==> src/rtl/ext_pkg.sv <==
// ext_pkg: mode codes and skid-buffer state encoding shared by the extension unit.
package ext_pkg;
  localparam logic [2:0] EXT_ZERO      = 3'd0;
  localparam logic [2:0] EXT_SIGN      = 3'd1;
  localparam logic [2:0] EXT_UPPER     = 3'd2;
  localparam logic [2:0] EXT_SIGN_SHL2 = 3'd3;
  typedef enum logic [1:0] {
    ST_EMPTY = 2'd0,
    ST_ONE   = 2'd1,
    ST_TWO   = 2'd2
  } state_e;
endpackage

==> src/rtl/ext_core.sv <==
// ext_core: combinational immediate widening; codes 4..7 are reserved and yield zero with an error flag.
module ext_core
  import ext_pkg::*;
#(
  parameter int IN_W  = 16,
  parameter int OUT_W = 32
) (
  input  logic [IN_W-1:0]  in_data,
  input  logic [2:0]       in_mode,
  output logic [OUT_W-1:0] ext_data,
  output logic             ext_err
);
  logic [OUT_W-1:0] zext, sext;
  always_comb begin
    zext     = {{(OUT_W-IN_W){1'b0}}, in_data};
    sext     = {{(OUT_W-IN_W){in_data[IN_W-1]}}, in_data};
    ext_err  = in_mode[2];
    ext_data = in_mode == EXT_ZERO      ? zext :
               in_mode == EXT_SIGN      ? sext :
               in_mode == EXT_UPPER     ? {in_data, {(OUT_W-IN_W){1'b0}}} :
               in_mode == EXT_SIGN_SHL2 ? {sext[OUT_W-3:0], 2'b00} : '0;
  end
endmodule

==> src/rtl/ext_unit_pipe.sv <==
// ext_unit_pipe: registered immediate-extension stage with valid/ready on both sides.
// EXT_SKID_EN selects a 2-entry skid buffer with registered in_ready; otherwise a single register.
module ext_unit_pipe
  import ext_pkg::*;
#(
  parameter int IN_W  = 16,
  parameter int OUT_W = 32,
  parameter int TAG_W = 5
) (
  input  logic             CLK,
  input  logic             Reset,
  input  logic             in_valid,
  output logic             in_ready,
  input  logic [IN_W-1:0]  in_data,
  input  logic [2:0]       in_mode,
  input  logic [TAG_W-1:0] in_tag,
  output logic             out_valid,
  input  logic             out_ready,
  output logic [OUT_W-1:0] out_data,
  output logic [TAG_W-1:0] out_tag,
  output logic             out_err
);
  logic [OUT_W-1:0] ext_data, data_q;
  logic [TAG_W-1:0] tag_q;
  logic             ext_err, err_q, valid_q, push, pop;

  ext_core #(.IN_W(IN_W), .OUT_W(OUT_W)) u_core (
    .in_data (in_data),
    .in_mode (in_mode),
    .ext_data(ext_data),
    .ext_err (ext_err)
  );

  assign push      = in_valid && in_ready;
  assign pop       = valid_q && out_ready;
  assign out_valid = valid_q;
  assign out_data  = data_q;
  assign out_tag   = tag_q;
  assign out_err   = err_q;

`ifdef EXT_SKID_EN
  state_e           state_q;
  logic             ready_q, skid_err_q;
  logic [OUT_W-1:0] skid_data_q;
  logic [TAG_W-1:0] skid_tag_q;
  assign in_ready = ready_q;
  // main register always holds the oldest beat; skid only fills when main is stalled
  always_ff @(posedge CLK) begin
    if (Reset) begin
      state_q     <= ST_EMPTY;
      ready_q     <= 1'b1;
      valid_q     <= 1'b0;
      data_q      <= '0;
      tag_q       <= '0;
      err_q       <= 1'b0;
      skid_data_q <= '0;
      skid_tag_q  <= '0;
      skid_err_q  <= 1'b0;
    end else begin
      case (state_q)
        ST_EMPTY: if (push) begin
          data_q  <= ext_data;
          tag_q   <= in_tag;
          err_q   <= ext_err;
          valid_q <= 1'b1;
          state_q <= ST_ONE;
        end
        ST_ONE: if (push && pop) begin
          data_q <= ext_data;
          tag_q  <= in_tag;
          err_q  <= ext_err;
        end else if (push) begin
          skid_data_q <= ext_data;
          skid_tag_q  <= in_tag;
          skid_err_q  <= ext_err;
          ready_q     <= 1'b0;
          state_q     <= ST_TWO;
        end else if (pop) begin
          valid_q <= 1'b0;
          state_q <= ST_EMPTY;
        end
        ST_TWO: if (pop) begin
          data_q  <= skid_data_q;
          tag_q   <= skid_tag_q;
          err_q   <= skid_err_q;
          ready_q <= 1'b1;
          state_q <= ST_ONE;
        end
        default: begin
          valid_q <= 1'b0;
          ready_q <= 1'b1;
          state_q <= ST_EMPTY;
        end
      endcase
    end
  end
`else
  assign in_ready = !valid_q || out_ready;
  always_ff @(posedge CLK) begin
    if (Reset) begin
      valid_q <= 1'b0;
      data_q  <= '0;
      tag_q   <= '0;
      err_q   <= 1'b0;
    end else if (push) begin
      data_q  <= ext_data;
      tag_q   <= in_tag;
      err_q   <= ext_err;
      valid_q <= 1'b1;
    end else if (pop) begin
      valid_q <= 1'b0;
    end
  end
`endif
endmodule

==> config.mk <==
export PLATFORM = sky130hd
export DESIGN_NAME = ext_unit_pipe
export DESIGN_NICKNAME = d
export VERILOG_FILES = /design/src/rtl/ext_pkg.sv /design/src/rtl/ext_core.sv /design/src/rtl/ext_unit_pipe.sv
export SDC_FILE = /design/constraint.sdc
export NUM_CORES = 1
export LEC_CHECK = 0
export CORE_MARGIN = 5
export CORE_UTILIZATION = 38
export CTS_CLUSTER_SIZE = 25
export DETAILED_ROUTE_END_ITERATION = 12
export HOLD_SLACK_MARGIN = 0.02
export PLACE_DENSITY = 0.75
export REMOVE_ABC_BUFFERS = 1
export SETUP_SLACK_MARGIN = 0.3
export SYNTH_ARGS = -nofsm -noshare
export SYNTH_HDL_FRONTEND = slang
export SYNTH_SLANG_ARGS = --single-unit
==> constraint.sdc <==
create_clock -name CLK -period 1.6 [get_ports CLK]
set_clock_uncertainty 0.15 [all_clocks]
set_input_delay 0.32 -clock CLK [delete_from_list [all_inputs] [get_ports CLK]]
set_output_delay 0.32 -clock CLK [all_outputs]
set_load 0.05 [all_outputs]
# == Yosys cells after proc, flatten, opt, wreduce, memory -nomap -nowiden ==
# Index checks and enable logic that the tools add are counted.
# totals
register_bits,39
word_cells,19
# op_classes
eq_ne,3
mux,6
n_reduce_logical,6
# ops
operator,count
32-bit two-way mux,4
3-bit by 2-bit == test with 1-bit output (second input constant),2
3-bit by 1-bit == test with 1-bit output (second input constant),1
3-bit logical NOT,1
1-bit logical AND,2
1-bit two-way mux,2
2-bit nonzero test,1
1-bit logical NOT,1
1-bit logical OR,1

# == Logic depth before layout (Yosys ltp) ==
# depth
word_depth,5
mapped_depth,6

# == Cells and area by module ==
# From an unflattened synthesis, not the netlist that was laid out.
# hier_totals
cells_unflattened,269
area_unflattened_um2,2386.0
# modules_own_cells
mod,instances,cells_each,area_per_inst_um2,seq_area_each_um2
ext_unit_pipe,1,178,1855.5,780.7
ext_core,1,91,530.5,0.0

# == Least setup slack after synthesis ==
# No wires, ideal clock.
# synth_timing
path_kind,flip-flop to flip-flop
startpoint,"reg valid_q, in the netlist out_valid"
endpoint,"reg data_q[6], in the netlist out_data[6]"
setup_time_ns,0.128
arrival_ns,1.935
required_ns,1.322
slack_ns,-0.613
stages_incl_launch_ff,7
n_path_buf,2
synth_period_minus_slack_ns,2.213
cell_sequence,dfxtp_1 > nand2b_1 > and3_1 > clkbuf_1 > clkbuf_1 > a22oi_1 > nor2_1
# synth_via
elab_chain_cells,3
# synth_lines
element,line_no,source
start: declaration,ext_unit_pipe.sv:25,"logic ext_err, err_q, valid_q, push, pop;"
start signal: assignment,ext_unit_pipe.sv:101,valid_q <= 1'b0;
start signal: assignment,ext_unit_pipe.sv:109,valid_q <= 1'b1;
start signal: assignment,ext_unit_pipe.sv:111,valid_q <= 1'b0;
1-bit logical NOT,ext_unit_pipe.sv:98,assign in_ready = !valid_q || out_ready;
1-bit logical OR,ext_unit_pipe.sv:98,
net in_ready,ext_unit_pipe.sv:13,"output logic in_ready,"
1-bit logical AND,ext_unit_pipe.sv:34,assign push = in_valid && in_ready;
end signal: assignment,ext_unit_pipe.sv:106,data_q <= ext_data;
end: declaration,ext_unit_pipe.sv:23,"logic [OUT_W-1:0] ext_data, data_q;"
# The timed path passes the listed nets, and every way through them passes these cells.
# A chain may end at the register's enable or synchronous reset.

# == Worst setup path after layout ==
# layout_timing
startpoint,"reg valid_q, in the netlist out_valid"
endpoint,out in_ready
# layout_via
elab_chain_cells,2
# layout_lines
element,line_no
1-bit logical NOT,ext_unit_pipe.sv:98
1-bit logical OR,ext_unit_pipe.sv:98
end: declaration,ext_unit_pipe.sv:13
# No other way between the ends.

==> report_table.html <==
<table>
<tr><th>Metric</th><th>Value</th></tr>
<tr><th colspan="2">Clock tree</th></tr>
<tr><td>Cell chosen for the clock root</td><td>sky130_fd_sc_hd__clkbuf_8</td></tr>
<tr><td>Number of clock sinks</td><td>39</td></tr>
<tr><td>Count of H-tree levels built during CTS</td><td>2</td></tr>
<tr><td>Hold-fix buffer count after cts</td><td>0</td></tr>
<tr><td>Clk pin slew, worst setup/hold paths</td><td>0.07 ns</td></tr>
<tr><td>CTS tree</td><td>built</td></tr>
<tr><td>CTS Buf Count</td><td>5</td></tr>
<tr><td>Clock network latency to the later pin of the worst-skew pair</td><td>0.29 ns</td></tr>
<tr><td>CTS Buffer Depth</td><td>2</td></tr>
<tr><th colspan="2">Floorplan</th></tr>
<tr><td>Chip width</td><td>76.13 um</td></tr>
<tr><td>Die outline height</td><td>76.13 um</td></tr>
<tr><td>Placeable core area</td><td>4294 um2</td></tr>
<tr><td>Std cell rows</td><td>24</td></tr>
<tr><td>IO Count</td><td>68</td></tr>
<tr><td>Initial Utilization</td><td>38.69%</td></tr>
<tr><td>Area of the die</td><td>5795 um2</td></tr>
<tr><th colspan="2">Final layout</th></tr>
<tr><td>Flip-flop and latch area</td><td>830.8 um2</td></tr>
<tr><td>Final nets</td><td>304</td></tr>
<tr><td>Commonest non-fill, non-tap cells in the layout</td><td>42 x sky130_fd_sc_hd__buf_12, 37 x sky130_fd_sc_hd__dfxtp_2, 32 x sky130_fd_sc_hd__a21oi_1</td></tr>
<tr><td>Syn-to-layout area delta</td><td>89.91%</td></tr>
<tr><td>Total area of multi-input combinational cells</td><td>933.4 um2</td></tr>
<tr><td>Fraction of the core area covered by cells at the end of the flow</td><td>73.48%</td></tr>
<tr><td>Design Area, Final</td><td>3156 um2</td></tr>
<tr><td>Filler cells</td><td>282</td></tr>
<tr><td>Final non-filler cell total</td><td>327</td></tr>
<tr><td>Diode count</td><td>0</td></tr>
<tr><td>Share of layout cells above drive strength 1</td><td>49.45%</td></tr>
<tr><td>Most common cell after layout, fill and taps aside</td><td>sky130_fd_sc_hd__buf_12</td></tr>
<tr><th colspan="2">GRT</th></tr>
<tr><td>GRT Total Usage</td><td>19.06%</td></tr>
<tr><td>Global-route wire length before repair</td><td>9032 um</td></tr>
<tr><td>Largest net degree at the start of global routing</td><td>40</td></tr>
<tr><td>Number of global-route vias before repair</td><td>1796</td></tr>
<tr><td>Initial antenna violation count</td><td>0</td></tr>
<tr><td>Overall overflow remaining after global route</td><td>0</td></tr>
<tr><th colspan="2">Critical path</th></tr>
<tr><td>Endpoint of the most critical setup path</td><td>in_ready</td></tr>
<tr><td>CP Cell Sequence</td><td>nand2b_4, buf_6, buf_12</td></tr>
<tr><td>Worst EP arrival</td><td>0.97 ns</td></tr>
<tr><td>Setup slack on the worst flop-to-flop path</td><td>0.19 ns</td></tr>
<tr><td>Worst reg2reg path startpoint</td><td>out_valid$_SDFFE_PP0P_</td></tr>
<tr><td>Kind of launch point of the worst setup path</td><td>flop</td></tr>
<tr><td>Worst path max stage delay</td><td>0.36 ns</td></tr>
<tr><td>Cell type of the slowest stage on the worst timing path</td><td>sky130_fd_sc_hd__dfxtp_4</td></tr>
<tr><td>Endpoint of the most critical register-to-register path</td><td>out_data[16]$_SDFFE_PP0P_</td></tr>
<tr><td>Worst Path Max Fanout</td><td>4</td></tr>
<tr><td>Crit Path Class</td><td>reg2out</td></tr>
<tr><td>Required time at the worst-slack endpoint</td><td>1.13 ns</td></tr>
<tr><td>Crit path capture type</td><td>primary output</td></tr>
<tr><td>Startpoint of the most critical setup path</td><td>out_valid$_SDFFE_PP0P_</td></tr>
<tr><td>Logic depth of the worst register-to-register path</td><td>6</td></tr>
<tr><th colspan="2">Route</th></tr>
<tr><td>Via count of the routed design</td><td>1831</td></tr>
<tr><td>Vias/cell</td><td>5.599</td></tr>
<tr><td>Total length of routed wires</td><td>5646 um</td></tr>
<tr><td>Wire length per cell</td><td>17.27 um</td></tr>
<tr><td>Detailed-router iteration count before antenna repair</td><td>4</td></tr>
<tr><td>Antenna-violating nets left</td><td>0</td></tr>
<tr><td>Initial drt markers</td><td>189</td></tr>
<tr><td>Remaining routing DRC violations</td><td>0</td></tr>
<tr><th colspan="2">Placed design</th></tr>
<tr><td>Number of buffer cells added on primary ports</td><td>67</td></tr>
<tr><td>Placed wire-length estimate</td><td>3598 um</td></tr>
<tr><td>Placed Cells incl. Taps</td><td>315</td></tr>
<tr><td>Post-Place Cell Area</td><td>2831 um2</td></tr>
<tr><td>Placer Congestion</td><td>0.7798</td></tr>
<tr><th colspan="2">STA</th></tr>
<tr><td>Count of endpoints failing hold in the final timing report</td><td>0</td></tr>
<tr><td>Number of max-slew violations in the final report</td><td>0</td></tr>
<tr><td>Final number of setup-violating endpoints</td><td>0</td></tr>
<tr><td>Fraction of the cycle the final worst path needs</td><td>90.20%</td></tr>
<tr><td>Worst Max-Slew Pin Slew</td><td>0.3314 ns</td></tr>
<tr><td>Min Hold Slack</td><td>0.3216 ns</td></tr>
<tr><td>Unrepaired setup endpoints after global routing</td><td>yes</td></tr>
<tr><td>Headroom to the max-slew limit</td><td>77.90%</td></tr>
<tr><td>Shortest clock period the worst path allows after layout</td><td>1.443 ns</td></tr>
<tr><td>Maximum achievable frequency</td><td>0.6929 GHz</td></tr>
<tr><th colspan="2">Logic synthesis</th></tr>
<tr><td>Share of the synthesized area in compound gates (AO/OA/AOI/OAI)</td><td>26.66%</td></tr>
<tr><td>Share of synthesized flip-flops with an asynchronous set or reset</td><td>0%</td></tr>
<tr><td>Count of distinct cell types in the synthesized netlist</td><td>21</td></tr>
<tr><td>Count of state elements after synthesis</td><td>39</td></tr>
<tr><td>Most used DFF post-synth</td><td>sky130_fd_sc_hd__dfxtp_1</td></tr>
<tr><td>Sequential cell area fraction in the yosys report</td><td>46.99%</td></tr>
<tr><td>Post-Synth Adder-Cell Area</td><td>0%</td></tr>
<tr><td>Leading post-synthesis cells by cell area</td><td>sky130_fd_sc_hd__dfxtp_1 47%, sky130_fd_sc_hd__a21oi_1 11%, sky130_fd_sc_hd__nand2_1 7.5%</td></tr>
<tr><td>Number of synthesized flops with an enable pin</td><td>0</td></tr>
<tr><td>Post-Syn Instances</td><td>201</td></tr>
<tr><td>Synth Area per Inst</td><td>8.267 um2</td></tr>
<tr><td>Basic-gate share of the synthesized area counting and, or, nand and nor cells</td><td>19.28%</td></tr>
<tr><td>Area share of the largest cell type after synthesis</td><td>46.99%</td></tr>
<tr><td>Share of synthesized area spent on multiplexers</td><td>0.6024%</td></tr>
<tr><td>Largest family of logic cells by synthesized area</td><td>compound AO/OA/AOI/OAI gates</td></tr>
<tr><td>Yosys warnings</td><td>0</td></tr>
<tr><td>XOR/XNOR Fraction of Synth Area</td><td>0%</td></tr>
<tr><td>Post-Syn Area</td><td>1662 um2</td></tr>
<tr><td>Post-synthesis cell type with the largest combined area</td><td>sky130_fd_sc_hd__dfxtp_1</td></tr>
<tr><th colspan="2">Pwr</th></tr>
<tr><td>Power density relative to cell area</td><td>732.7 nW/um2</td></tr>
<tr><td>Maximum resistive drop on vdd</td><td>0.6632 mV</td></tr>
<tr><td>Reported leakage power</td><td>1.198 nW</td></tr>
<tr><th colspan="2">Status</th></tr>
<tr><td>Run status</td><td>finished clean</td></tr>
<tr><th colspan="2">Hold path</th></tr>
<tr><td>Class of the tightest hold or removal check</td><td>in2reg</td></tr>
<tr><th colspan="2">Flow run</th></tr>
<tr><td>Total of max-cap violations</td><td>0</td></tr>
</table>
-- worst min path at each step --
stage	depth (start not counted)	end	slack, ns	start
2_1_floorplan	1	out_data[0]$_SDFFE_PP0P_	0.24	Reset
3_3_place_gp	2	out_data[0]$_SDFFE_PP0P_	0.32	out_data[0]$_SDFFE_PP0P_
3_5_place_dp	2	out_data[20]$_SDFFE_PP0P_	0.33	out_data[20]$_SDFFE_PP0P_
4_1_cts	3	out_valid$_SDFFE_PP0P_	0.32	out_ready
5_1_grt	2	out_tag[1]$_SDFFE_PP0P_	0.35	out_tag[1]$_SDFFE_PP0P_
6_report	3	out_valid$_SDFFE_PP0P_	0.32	out_ready
-- repair_timing --
action / CTS / global route
pin swaps: 1 / 2
buffers inserted: 2 / 1
endpoints found under the setup margin: 56 / 59
resized for setup: 47 / 44
gates cloned: 3 / 0
-- logic make-up (layout without fill, tap and decap cells) --
kind of cell,Yosys count,count (layout)
AO/OA/AOI/OAI,69,70
buffers and inverters,22,93
flip-flops,39,39
multiplexers,1,1
AND/OR/NAND/NOR,70,72
-- worst max-delay path: cells and delay by family (launching register included) --
family        cells  cell delay [ns]
flops             1             0.36
simple gates      1             0.07
buf+inv           2             0.25
-- metal layers --
| layer | GRT usage, % | vias up | share of wire, % |
|---|---|---|---|
| met1 | 22.98 | 882 | 41 |
| met3 | 8.038 | 8 | 10 |
| li1 | - | 859 | - |
| met5 | 0 | - | 0 |
| met4 | 7.168 | 0 | 1.3 |
| met2 | 30.05 | 82 | 47 |
-- cells in the mapped netlist (all sizes together), types with 2 or more instances --
library cell	number
buf	10
or3	14
nor2	16
dfxtp	39
a22o	14
a22oi	14
nand2b	2
nand3	2
inv	3
and2	2
nand2	33
a21oi	38
clkbuf	9
-- cell type report --
| cell class | instances | share of cell area [%] |
|---|---|---|
| clock buffers | 6 | 2.300 |
| inverters | 3 | 0.4362 |
| multi-input cells | 143 | 29.58 |
| flip-flops and latches | 39 | 26.33 |
| well taps | 52 | 2.062 |
| repair buffers | 84 | 39.29 |
-- through the flow --
stage | setup WS, ns | total power, mW | setup TNS, ns
detailed placement | -0.4463 | 1.647 | -13.33
global placement | -0.3914 | 1.638 | -12.00
finish | 0.1568 | 2.312 | 0
CTS | 0.1485 | 2.284 | 0
floorplan | -1.019 | 1.299 | -35.96
global route | 0.1242 | 2.394 | 0
-- registers in the layout (all words and copies together) (netlist names) --
signal / count
out_err: 1
out_valid: 1
out_data: 32
out_tag: 5
-- where the power goes --
part	total [mW]	internal (mW)	leakage [nW]	switching, mW
registers	1.05	1.01	0.335	0.0394
logic	0.649	0.317	0.826	0.332
clock network	0.611	0.291	0.0371	0.320
Note: power is estimated with default switching activity, not from simulation.
==> variant 1: new RTL, same flow settings <==
Put one more register stage on the output `out_err`. The value now appears one clock later. The other outputs are not delayed to match.
--- a/src/rtl/ext_unit_pipe.sv
+++ b/src/rtl/ext_unit_pipe.sv
@@ -36,7 +36,9 @@
   assign out_valid = valid_q;
   assign out_data  = data_q;
   assign out_tag   = tag_q;
-  assign out_err   = err_q;
+  always_ff @(posedge CLK) begin
+    out_err <= err_q;
+  end
 
 `ifdef EXT_SKID_EN
   state_e           state_q;
Formal check against the unedited RTL: not equivalent (a bounded check fails within 4 cycles, from zero or initial values and one cycle with Reset high).
==> variant 1 against the original RTL <==
Synthesized cell count is 0.50% higher; clock power increased by 36%; combinational power up 5.7%; final cell count up 4.9%; routed wire length rose by 6.8%; total power up 12%; count of clock-buffer cells in the layout fell by 1; area after synthesis rose by 1.2%; utilization increased by 4.9 points; worst setup slack lost 0.0060 ns; final area rose by 7.4%; die area is 1.0% higher; sequential cell count grew 1; largest power group unchanged.
==> variant 1: results (changes against the original RTL) <==
stage	metric	value	unit	change
power	PD cells	763	mW/mm²	was 733 mW/mm²
power	clk pwr	834	µW	was 611 µW
power	internal power	1.83	mW	was 1.62 mW
layout	# diodes	0		unchanged
setup_path	family with the most delay on the worst path	flip-flops		unchanged
synth	YS warnings	0		unchanged
sta	Worst Tran Pin Value	0.279	ns	was 0.331 ns
grt	vias in the first global route	1860		was 1796
sta	Hold Worst Slack	0.205	ns	was 0.322 ns
status	status	complete, no violations		unchanged
setup_path	reg2reg path depth	5		was 6
grt	met1 GRT Util	21.9	%	was 23.0%
layout	Largest register FFs	32		unchanged
synth	mux share of post-synthesis cell area	0.595	%	was 0.602%
grt	gr usage total	19.2	%	was 19.1%
placement	gpl congestion	0.801		was 0.780
synth	complex-gate fraction of the synthesized area	26.3	%	was 26.7%
detailed_routing	Top Layer Used	met4		unchanged
clock_tree	Reg clk slew, reported paths	0.07	ns	about the same
sta	Worst Slack Setup Final	0.151	ns	was 0.157 ns
clock_tree	CTS H-Tree Depth	2		unchanged
clock_tree	maximum clock path buffer count	2		unchanged
hold_path	Hold EP	out_err		was out_valid
layout	layout cells sized above 1	55.3	%	was 49.5%
power	Static Leakage	1.30	nW	was 1.20 nW
placement	detailed placer's ending HPWL	3910	µm	was 3600 µm
synth	cells after synthesis	202		was 201
synth	Async SR Flop Fraction	0	%	unchanged
grt	met3 GRT Util	7.80	%	was 8.04%
placement	DP Cell Count	326		was 315
setup_path	reg2reg end	out_data[17]		was out_data[16]
detailed_routing	met1 wire length	2310	µm	was 2320 µm
detailed_routing	Vias/cell	5.45		was 5.60
grt	met2 Use GR	32.5	%	was 30.1%
detailed_routing	met2 wire length	3110	µm	was 2670 µm
detailed_routing	initial DRC count	188		was 189
synth	register area share after synthesis	47.6	%	was 47.0%
synth	Synth Area in Adders	0	%	unchanged
placement	placed inst area	0.00293	mm²	was 0.00283 mm²
power	Worst VDD drop	0.603	mV	was 0.663 mV
grt	first-pass GRT wire length	9130	µm	was 9030 µm
detailed_routing	routed len/inst	17.6	µm	was 17.3 µm
hold_path	worst min path class	flop to flop		was primary input to flop
placement	Place WS	-0.477	ns	was -0.446 ns
detailed_routing	Routed WL	6030	µm	was 5650 µm
layout	area grow syn2layout	102	%	was 89.9%
hold_path	Worst Hold Depth	0		was 3
synth	top area cells in the synthesized netlist	dfxtp_1, a21oi_1, nand2_1		unchanged
synth	commonest cells in the synthesized netlist	dfxtp_1, a21oi_1, nand2_1		unchanged
hold_path	Min-Delay Startpoint	err_q		was out_ready
placement	# port buffers	67		unchanged
grt	largest net degree at the start of global routing	26		was 40
detailed_routing	met3 WL	531	µm	was 578 µm
layout	fillers	262		was 282
power	Logic pwr share	26.5	%	was 28.1%
layout	# nets final	318		was 304
==> variant 1: cell count changes in the layout (fill, tap and decap cells not counted), moves of 3 or more <==
cell,unedited run,this run
a21oi_1,32,28
or3_4,1,7
a22oi_2,10,14
dfxtp_2,37,27
a22oi_1,4,0
nand2_2,6,2
buf_4,10,21
buf_6,5,8
nand2_1,27,31
or3_1,13,7
a21oi_2,6,10
dfxtp_4,1,11
==> variant 1: cell families after synthesis <==
kind of cell	after synthesis
flip-flops	40
AND/OR/NAND/NOR	70
AO/OA/AOI/OAI	69
multiplexers	1
buffers and inverters	22
==> variant 1: timing repair <==
action                                  CTS  global route
gates resized for setup                  72            38
pin swaps                                 2             1
gates cloned                              2             1
setup buffers                             3             3
endpoints found under the setup margin   69            57
==> variant 1: final cells by class <==
type | count | area share [%]
tap | 52 | 1.92
inverter | 3 | 0.332
timing repair buffer | 98 | 40.0
clock buffer | 5 | 2.03
sequential | 40 | 25.8
multi-input combinational | 142 | 28.6
clock inverter | 3 | 1.26
==> variant 2: new RTL, same settings <==
Without the edit above. `OUT_W` is set to 32 in 2 places; all go to 48.
--- a/src/rtl/ext_core.sv
+++ b/src/rtl/ext_core.sv
@@ -3,7 +3,7 @@
   import ext_pkg::*;
 #(
   parameter int IN_W  = 16,
-  parameter int OUT_W = 32
+  parameter int OUT_W = 48
 ) (
   input  logic [IN_W-1:0]  in_data,
   input  logic [2:0]       in_mode,
--- a/src/rtl/ext_unit_pipe.sv
+++ b/src/rtl/ext_unit_pipe.sv
@@ -4,7 +4,7 @@
   import ext_pkg::*;
 #(
   parameter int IN_W  = 16,
-  parameter int OUT_W = 32,
+  parameter int OUT_W = 48,
   parameter int TAG_W = 5
 ) (
   input  logic             CLK,
Interface: changed (resized out_data); port bits go from 68 to 84. The function was not compared with the original's and may differ.
==> variant 2 against the original RTL <==
Final area increased by 16%; count of clock-buffer cells in the layout unchanged; hold slack got worse by 0.018 ns; largest power group unchanged; routed wire length increased by 23%; total power increased by 26%; largest cell class unchanged; fmax decreased by 6.8%; via count increased by 8.8%; critical endpoint is now out_data[2]; area after synthesis increased by 11%; worst setup slack got worse by 0.11 ns; sequential cell count increased by 2; first-iteration DRC count decreased by 18%; final cell count increased by 9.2%.
==> variant 2: results (changes against the original RTL) <==
stage	metric	value	unit	change
setup_path	r2r startpoint	out_valid		unchanged
synth	Synth Flop Type	dfxtp_1		unchanged
synth	Async SR Flop Fraction	0	%	unchanged
power	Logic pwr share	34.7	%	was 28.1%
clock_tree	maximum clock path buffer count	2		unchanged
detailed_routing	met2 wire length	3600	µm	was 2670 µm
synth	commonest cells in the synthesized netlist	a21oi_1, dfxtp_1, a211oi_1		was dfxtp_1, a21oi_1, nand2_1
synth	Unique masters post-synth	25		was 21
synth	YS warnings	0		unchanged
grt	vias in the first global route	1963		was 1796
power	Net Sw Power	977	µW	was 691 µW
placement	DP Cell Count	341		was 315
synth	top area cells in the synthesized netlist	dfxtp_1, a211oi_1, a21oi_1		was dfxtp_1, a21oi_1, nand2_1
setup_path	CP max FO	18		was 4
setup_path	Reg2Reg Setup Slack	0.05	ns	was 0.19 ns
detailed_routing	drt first pass iters	4		unchanged
hold_path	Hold EP	out_err		was out_valid
detailed_routing	met1 wire length	2730	µm	was 2320 µm
status	status	complete, no violations		unchanged
clock_tree	worst skew pair latency	0.29	ns	about the same
grt	initial antenna violation count	0		unchanged
placement	gpl congestion	0.771		was 0.780
layout	Largest register FFs	34		was 32
detailed_routing	met3 WL	528	µm	was 578 µm
layout	layout cells sized above 1	53.4	%	was 49.5%
setup_path	Arr. time, crit path	1.59	ns	was 0.97 ns
layout	# diodes	0		unchanged
power	Static Leakage	1.38	nW	was 1.20 nW
placement	# port buffers	83		was 67
synth	cells after synthesis	208		was 201
detailed_routing	initial DRC count	155		was 189
grt	gr usage total	21.0	%	was 19.1%
setup_path	reg2reg end	out_data[2]		was out_data[16]
detailed_routing	routed len/inst	19.4	µm	was 17.3 µm
power	Reg power frac	40.3	%	was 45.5%
layout	non-filler instance count after layout	357		was 327
grt	first-pass GRT wire length	10400	µm	was 9030 µm
clock_tree	clock root buffer	clkbuf_8		unchanged
clock_tree	Post-CTS Setup Inserts	3		was 2
grt	largest net degree at the start of global routing	42		was 40
clock_tree	CTS H-Tree Depth	2		unchanged
placement	detailed placer's ending HPWL	4280	µm	was 3600 µm
hold_path	worst min path class	primary input to flop		unchanged
hold_path	Worst Hold Depth	3		unchanged
detailed_routing	Vias/cell	5.58		was 5.60
clock_tree	PostCTS Resize Cnt	59		was 47
power	Worst VDD drop	0.601	mV	was 0.663 mV
hold_path	Min-Delay Startpoint	in_mode[2]		was out_ready
sta	Hold Worst Slack	0.303	ns	was 0.322 ns
placement	Place WS	-0.373	ns	was -0.446 ns
clock_tree	Reg clk slew, reported paths	0.08	ns	
layout	# nets final	317		was 304
sta	Max-Slew Margin vs Limit	82.2	%	was 77.9%
synth	register area share after synthesis	44.7	%	was 47.0%
-- variant 2: area by class of cell --
cell class / instances / area [µm²]
clock buffers: 6 / 82.6
fillers: 289 / 1050
inverters: 2 / 8.76
repair buffers: 110 / 1740
flip-flops and latches: 41 / 883
clock inverters: 2 / 13.8
well taps: 67 / 83.8
multi-input cells: 129 / 862
-- variant 2: critical path, cell delays in order, from the launching register on --
cell and delay, ns:
dfxtp_2 0.32, and2b_2 0.21, clkinv_2 0.08, buf_4 0.18, buf_16 0.16, a21oi_1 0.08, a211oi_1 0.27
-- variant 2: how the worst max path moves through the flow --
stage / cells past startpoint / slack, ns / endpoint / startpoint
detailed placement: 5 / -0.37 / out_data[35] / in_mode[2]
global placement: 5 / -0.27 / out_data[40] / in_mode[2]
finish: 6 / 0.05 / out_data[2] / out_valid
floorplan: 2 / -4.54 / out_data[31] / out_data[31]
global route: 6 / 0.01 / out_data[5] / out_valid
CTS: 3 / 0.10 / in_ready / out_valid
-- variant 2: stage by stage --
| step | total power, mW | setup TNS, ns | area [µm²] | util (%) |
|---|---|---|---|---|
| floorplan | 1.56 | -108.07 | 1610 | - |
| global placement | 2.11 | -9.65 | 3280 | 69.5 |
| detailed placement | 2.12 | -11.32 | 3280 | 69.5 |
| CTS | 2.87 | 0 | 3560 | 75.4 |
| global route | 3.02 | 0 | 3670 | 77.7 |
| finish | 2.91 | 0 | 3670 | 77.7 |
-- variant 2: metal layers --
layer  GRT usage [%]  vias to the layer above
li1                -                      918
met1            26.5                      958
met2            36.5                      103
met3            4.85                       13
met4            3.95                        0
met5               0                        -
-- variant 2: cells by family (layout without fill, tap and decap cells) --
family          after synthesis  after routing  synth area share [%]
buf+inv                      38            120                  12.5
flops                        41             41                  44.7
compound gates               97             97                  32.8
simple gates                 32             32                  9.95
